--- config.mk ---
export PLATFORM = sky130hd
export DESIGN_NAME = srlatch_dr_sequencer
export DESIGN_NICKNAME = d
export VERILOG_FILES = /design/src/rtl/srlatch_dr_sequencer.sv
export SDC_FILE = /design/constraint.sdc
export NUM_CORES = 1
export LEC_CHECK = 0
export CORE_MARGIN = 2
export CORE_UTILIZATION = 31
export DETAILED_ROUTE_END_ITERATION = 7
export SLEW_MARGIN = 20
export SYNTH_ARGS = -nofsm -noshare
export SYNTH_HDL_FRONTEND = slang
export SYNTH_SLANG_ARGS = --single-unit
--- constraint.sdc ---
create_clock -name clk -period 2.1 [get_ports clk]
set_input_delay 0.315 -clock clk [delete_from_list [all_inputs] [get_ports clk]]
set_output_delay 0.315 -clock clk [all_outputs]
set_load 0.05 [all_outputs]
--- src/rtl/srlatch_dr_sequencer.sv ---
// Round-robin sequencer sharing one dual-rail SR-latch among N_REQ requesters.
// Optional watchdog on DRIVE/RELEASE enabled by defining SRLATCH_SEQ_TIMEOUT_EN.
module srlatch_dr_sequencer #(
  parameter int N_REQ       = 2,
  parameter int SYNC_STAGES = 2,
  parameter int MIN_SPACER  = 4,
  parameter int TIMEOUT_CYC = 1024
) (
  input  logic                 clk,
  input  logic                 reset,
  input  logic [N_REQ-1:0]     req,
  input  logic [2*N_REQ-1:0]   cmd,
  output logic [N_REQ-1:0]     ack,
  output logic                 q,
  output logic                 busy,
  output logic                 err,
  output logic                 IPTG0,
  output logic                 IPTG1,
  output logic                 aTc0,
  output logic                 aTc1,
  input  logic                 GFP0,
  input  logic                 GFP1
);

  localparam int IW = (N_REQ > 1) ? $clog2(N_REQ) : 1;
  localparam int SW = $clog2(MIN_SPACER + 1);

  typedef enum logic [1:0] {S_IDLE, S_DRIVE, S_RELEASE, S_ACK} state_t;

  state_t                 state_q, state_d;
  logic [IW-1:0]          ptr_q, ptr_d;
  logic [IW-1:0]          gnt_q, gnt_d;
  logic [1:0]             cmd_q, cmd_d;
  logic [SW-1:0]          spc_q, spc_d;
  logic                   q_q, q_d;
  logic                   err_q, err_d;
  logic [3:0]             rail_q, rail_d;  // {IPTG1, IPTG0, aTc1, aTc0}
  logic [SYNC_STAGES-1:0] s0_q, s1_q;
  logic                   gs0, gs1;
  logic                   hit;
  logic [IW-1:0]          pick;
  logic                   tmo_hit;

  function automatic logic [3:0] codeword(input logic [1:0] c);
    case (c)
      2'b01:   codeword = 4'b1001;
      2'b10:   codeword = 4'b0110;
      default: codeword = 4'b0101;
    endcase
  endfunction

  function automatic logic expect_q(input logic [1:0] c, input logic prev);
    case (c)
      2'b01:   expect_q = 1'b1;
      2'b10:   expect_q = 1'b0;
      default: expect_q = prev;
    endcase
  endfunction

  always_ff @(posedge clk or posedge reset) begin
    if (reset) begin
      s0_q <= '0;
      s1_q <= '0;
    end else begin
      s0_q <= {s0_q[SYNC_STAGES-2:0], GFP0};
      s1_q <= {s1_q[SYNC_STAGES-2:0], GFP1};
    end
  end

  assign gs0 = s0_q[SYNC_STAGES-1];
  assign gs1 = s1_q[SYNC_STAGES-1];

  // Scan downwards so the requester closest to the pointer is the last writer.
  always_comb begin
    hit  = 1'b0;
    pick = ptr_q;
    for (int i = N_REQ - 1; i >= 0; i--) begin
      if (req[(int'(ptr_q) + i) % N_REQ]) begin
        hit  = 1'b1;
        pick = IW'((int'(ptr_q) + i) % N_REQ);
      end
    end
  end

`ifdef SRLATCH_SEQ_TIMEOUT_EN
  localparam int TW = $clog2(TIMEOUT_CYC + 1);
  logic [TW-1:0] tmo_q, tmo_d;

  assign tmo_hit = (tmo_q == TW'(TIMEOUT_CYC - 1));

  always_comb begin
    tmo_d = tmo_q + 1'b1;
    if (state_d != state_q || state_q == S_IDLE || state_q == S_ACK) tmo_d = '0;
  end

  always_ff @(posedge clk or posedge reset) begin
    if (reset) tmo_q <= '0;
    else       tmo_q <= tmo_d;
  end
`else
  assign tmo_hit = 1'b0;
`endif

  always_comb begin
    state_d = state_q;
    ptr_d   = ptr_q;
    gnt_d   = gnt_q;
    cmd_d   = cmd_q;
    q_d     = q_q;
    err_d   = err_q;
    rail_d  = rail_q;
    spc_d   = spc_q;
    if (rail_q == 4'b0000 && spc_q < SW'(MIN_SPACER)) spc_d = spc_q + 1'b1;
    if (gs0 && gs1) err_d = 1'b1;
    case (state_q)
      S_IDLE: begin
        if (hit && spc_q >= SW'(MIN_SPACER)) begin
          gnt_d   = pick;
          cmd_d   = cmd[2*int'(pick) +: 2];
          rail_d  = codeword(cmd[2*int'(pick) +: 2]);
          state_d = S_DRIVE;
        end
      end
      S_DRIVE: begin
        if (gs0 ^ gs1) begin
          q_d = gs1;
          if (gs1 != expect_q(cmd_q, q_q)) err_d = 1'b1;
          rail_d  = 4'b0000;
          state_d = S_RELEASE;
        end else if (tmo_hit) begin
          err_d   = 1'b1;
          rail_d  = 4'b0000;
          state_d = S_ACK;
        end
      end
      S_RELEASE: begin
        if (!gs0 && !gs1) begin
          state_d = S_ACK;
        end else if (tmo_hit) begin
          err_d   = 1'b1;
          state_d = S_ACK;
        end
      end
      S_ACK: begin
        ptr_d   = (gnt_q == IW'(N_REQ - 1)) ? '0 : gnt_q + 1'b1;
        spc_d   = '0;
        state_d = S_IDLE;
      end
      default: state_d = S_IDLE;
    endcase
  end

  always_ff @(posedge clk or posedge reset) begin
    if (reset) begin
      state_q <= S_IDLE;
      ptr_q   <= '0;
      gnt_q   <= '0;
      cmd_q   <= '0;
      spc_q   <= SW'(MIN_SPACER);
      q_q     <= 1'b0;
      err_q   <= 1'b0;
      rail_q  <= 4'b0000;
    end else begin
      state_q <= state_d;
      ptr_q   <= ptr_d;
      gnt_q   <= gnt_d;
      cmd_q   <= cmd_d;
      spc_q   <= spc_d;
      q_q     <= q_d;
      err_q   <= err_d;
      rail_q  <= rail_d;
    end
  end

  always_comb begin
    ack = '0;
    if (state_q == S_ACK) ack = N_REQ'(1) << gnt_q;
  end

  assign {IPTG1, IPTG0, aTc1, aTc0} = rail_q;
  assign q    = q_q;
  assign err  = err_q;
  assign busy = (state_q != S_IDLE);

endmodule

# [After elaboration in Yosys (flattened, before gate mapping)]
# Index checks and enable logic that the tools add are counted.
# Widths: inputs -> output; s select.
[totals] ff_bits=19 inputBits=10 word_cells=75
[op_classes] addsub=3 order_cmp=4 n_eq_ne=11 n_shift=2 muxes=28 n_bitwise=2 reduce_logical=15
[op_table] cell="$mux 1" n=16
[op_table] cell="$pmux 4 s2" n=2
[op_table] cell="$eq 2x2->1 const B" n=4
[op_table] cell="$mux 2" n=4
[op_table] cell="$mux 4" n=2
[op_table] cell="$pmux 2 s4" n=1
[op_table] cell="$eq 2x1->1 const B" n=3
[op_table] cell="$mux 3" n=2
[op_table] cell="$ne 2x2->1 const B" n=3
[op_table] cell="$reduce_and 3->1" n=2
[op_table] cell="$reduce_bool 2->1" n=3
[op_table] cell="$logic_and 1x1->1" n=4
[op_table] cell="$logic_not 4->1" n=1
[op_table] cell="$reduce_and 2->1" n=2
[op_table] cell="$shiftx 4x3->2" n=1
[op_table] cell="$add 3x1->3 const B" n=1
[op_table] cell="$ge 3x3->1 const B" n=1
[op_table] cell="$lt 2x3->1 const B" n=1
[op_table] cell="$lt 3x3->1 const B" n=1
[op_table] cell="$add 1x1->1 const B" n=2
[op_table] cell="$logic_not 1->1" n=2
[op_table] cell="$logic_not 2->1" n=1
[op_table] cell="$lt 1x2->1 const B" n=1
[op_table] cell="$pmux 1 s2" n=1
[op_table] cell="4 further kinds" n=4

# [Logic depth before layout (Yosys ltp)]
[depth] ltp_word=12 depth_mapped=6 depth_no_buf=6

# [Worst setup path before layout]
# OpenSTA, ideal clock, no wires.
[synth_path] path_kind="reg-to-reg" startpoint="register rail_q[2]" endpoint="register spc_q[1]" arrival_ns=1.559 required_ns=1.978 slack_ns=0.419 stages_incl_launch_ff=5 cell_sequence="dfrtp_1 > or4_1 > nor2_1 > mux2i_1 > nor2_1"
[synth_between] elab_chain_cells=3
[synth_lines] element="start, declared" line="37" text="logic [3:0] rail_q, rail_d;"
[synth_lines] element="start signal, assigned" line="171" text="rail_q <= rail_d;"
[synth_lines] element="$logic_not 4->1" line="113" text="if (rail_q == 4'b0000 && spc_q < SW'(MIN_SPACER)) spc_d = spc_q + 1'b1;"
[synth_lines] element="$logic_and 1x1->1" line="113"
[synth_lines] element="$reduce_bool 2->1 (no source line)"
[synth_lines] element="end signal, assigned" line="159" text="spc_q <= SW'(MIN_SPACER);"
[synth_lines] element="end signal, assigned" line="168" text="spc_q <= spc_d;"
[synth_lines] element="end, declared" line="34" text="logic [SW-1:0] spc_q, spc_d;"
# Every way passes these cells.
# A chain may end at the register's enable or synchronous reset.

# [Worst setup path in the final report]
[layout_path] startpoint="register rail_q[0]" endpoint="output aTc0"
[layout_rtl] element="end, declared" line="19" text="output logic aTc0,"
# No word-level cell between the ends.

==> flow_summary.ini <==
[clocking]
clk_latency_ns = 0.29
cts_tree = done
clk_pin_slew_worst_paths_ns = 0.10
cts_root_buf = clkbuf_4
post_cts_resized = 0
cts_max_path_buffers = 2
holdBufCountCts = 0
cts_max_level = 1
cts_setup_buffers = 0
cts_made_buffers = 3
clock_sinks = 19

[power_and_ir_drop]
peakVddDrop_v = 0.000564
total_power_uw = 1740
p_sw_uw = 772
pwr-share-seq = 0.345
leakage_uw = 0.000556
p_sw_frac = 0.443
p_clk_frac = 0.104
internal-power_uw = 972
power_density_nw_per_um2 = 1470
p_comb_frac = 0.551

[finish]
layout.nets = 128
multiInputGateArea_um2 = 422
regArea_um2 = 477
n_fill_cell = 292
utilization = 0.399
area_growth_pct = 25.4
drive_gt1_frac = 0.120
antenna_cells = 0

[grt]
overflow = 0
grt_usage = 0.119
grt_pass1_wl_mm = 3.01
antenna_found_initial = 0
first_global_vias = 719
grt_start_max_net_pins = 20

[setup_path]
cp.required_ns = 1.78
crit_chain = clkdlybuf4s50_1
cp_top_family = buffers and inverters
reg2reg_slack_ns = 0.47
cpMaxStageDelayCell = clkdlybuf4s50_1
cpPeakStageDelay_ns = 0.81
critPathArrivalTime_ns = 1.49
startpoint_type = flip-flop
worst-path-max-fanout = 3
critical_path_class = reg -> out
end_kind = output port
path_buf_inv = 1

[floorplan]
core_um2 = 2980
io_pins = 19
initial_core_util = 0.318
fp-row-count = 20
die_x_um = 59.3
die_area_um2 = 3510
die_h_um = 59.3

[synthesis]
synth_area_um2 = 947
synth_top_area_share = 0.476
syn_area_per_cell_um2 = 11.0
synthArstFlopShare = 1.00
yosysWarnings = 0
netlist_top_cells_count = dfrtp_1 (18), inv_1 (11), nor2_1 (10)
yosysTopAreaCell = dfrtp_1
yosysUniqueCellTypes = 24
synthTopCellsByArea = dfrtp_1 (48%), ha_1 (12%), mux2i_4 (4.8%), inv_1 (4.4%), nor2_1 (4.0%)
netlist_instances = 86
synth-edff-count = 0
ys_ff_latch = 19
syn_nets = 105
yosysSeqAreaShare = 0.503
synth-main-ff-cell = dfrtp_1
synth.most_common_cell = dfrtp_1

[sta]
holdWs_ns = 0.358
slew_violations = 0
final.setup.tns_ns = 0
tightest_slew_ns = 0.725
setup_viol = 0
fmax_ghz = 0.553
fin_crit_sh = 0.861
rsz0062_at_grt = no
fin_crit_ns = 1.81
slew_headroom = 0.516
skew_ns = 0.00404
hold_viol = 0
worst_slack_ns = 0.291

[placement]
place_ws_ns = 0.137
dp_hpwl_mm = 1.34
place.gp.congestion = 0.725
portBuffers = 18

[outcome]
status = completed

[worst_hold_path]
hp-class = reg -> reg

[detailed_routing]
drtIter0Drc = 12
drtPass1Iterations = 4
ant_nets = 0
vias = 668
routedWlPerCell_um = 12.3
via_per_inst = 4.74
wl_mm = 1.73
drcViolationCount = 0

[flow_run]
drv_cap = 0
-- layer usage --
layer	vias up	track usage	part of all wire
met5	-	0	0
met4	0	0.0779	0.021
met3	4	0.0262	0.030
met2	10	0.199	0.49
met1	322	0.136	0.46
li1	332	-	-
-- final timing paths --
kind | start | endpoint | depth (start not counted)
min reg2reg | s1_q[0] | s1_q[1] | 0
min | s1_q[0] | s1_q[1] | 0
max reg2reg | state_q[0] | state_q[1] | 6
max | rail_q[0] | aTc0 | 1
max in group asynchronous | reset | q | 2
min in group asynchronous | reset | ptr_q | 2
-- flip-flops by register name (all words and copies together) (netlist names) --
name and cells:
gnt_q 1, q 1, ptr_q 1, s0_q 2
s1_q 2, err 1, cmd_q 2, spc_q 3
state_q 2, rail_q 4
-- power by group through the flow --
stage / sequential (uW) / clock [uW] / combinational (uW)
4_1_cts: 605 / 191 / 971
3_3_place_gp: 605 / 0 / 945
2_1_floorplan: 714 / 0 / 602
3_5_place_dp: 613 / 0 / 962
5_1_grt: 624 / 211 / 1050
6_report: 602 / 182 / 960
-- area by class of cell --
class | count | share of cell area
inverters | 13 | 0.0411
flip-flops and latches | 19 | 0.401
well taps | 33 | 0.0348
repair buffers | 18 | 0.145
multi-input cells | 54 | 0.355
clock buffers | 4 | 0.0221
-- logic make-up (layout without fill, tap and decap cells) --
group                      Yosys count  after routing  synth area share
DFF                                 19             19             0.503
xor gates and xnor gates             2              2            0.0185
muxes                                5              5            0.0806
buffers and inverters               13             35            0.0515
adders and majority gates           10             10             0.131
and+or+nand+nor                     20             20            0.0938
AOI/OAI and AO/OA                   17             17             0.122
-- cells in the final DEF, fill, tap and decap left out, types with 2 or more instances in the layout --
cell type / count
nand2b_1: 2
o21ai_0: 6
dfrtp_1: 18
inv_1: 11
a31oi_1: 2
nand2_1: 5
inv_2: 2
xnor2_1: 2
a32o_1: 2
mux2i_1: 2
clkbuf_4: 3
a21oi_1: 2
a22o_1: 2
clkdlybuf4s50_1: 15
ha_1: 9
buf_4: 3
mux2i_4: 2
nor2_1: 10
-- stage by stage --
stage,cell area (um2),cells
floorplan,947,86
global placement,1160,137
detailed placement,1160,137
CTS,1190,141
global route,1190,141
finish,1190,141
(Power assumes the default switching activity.)
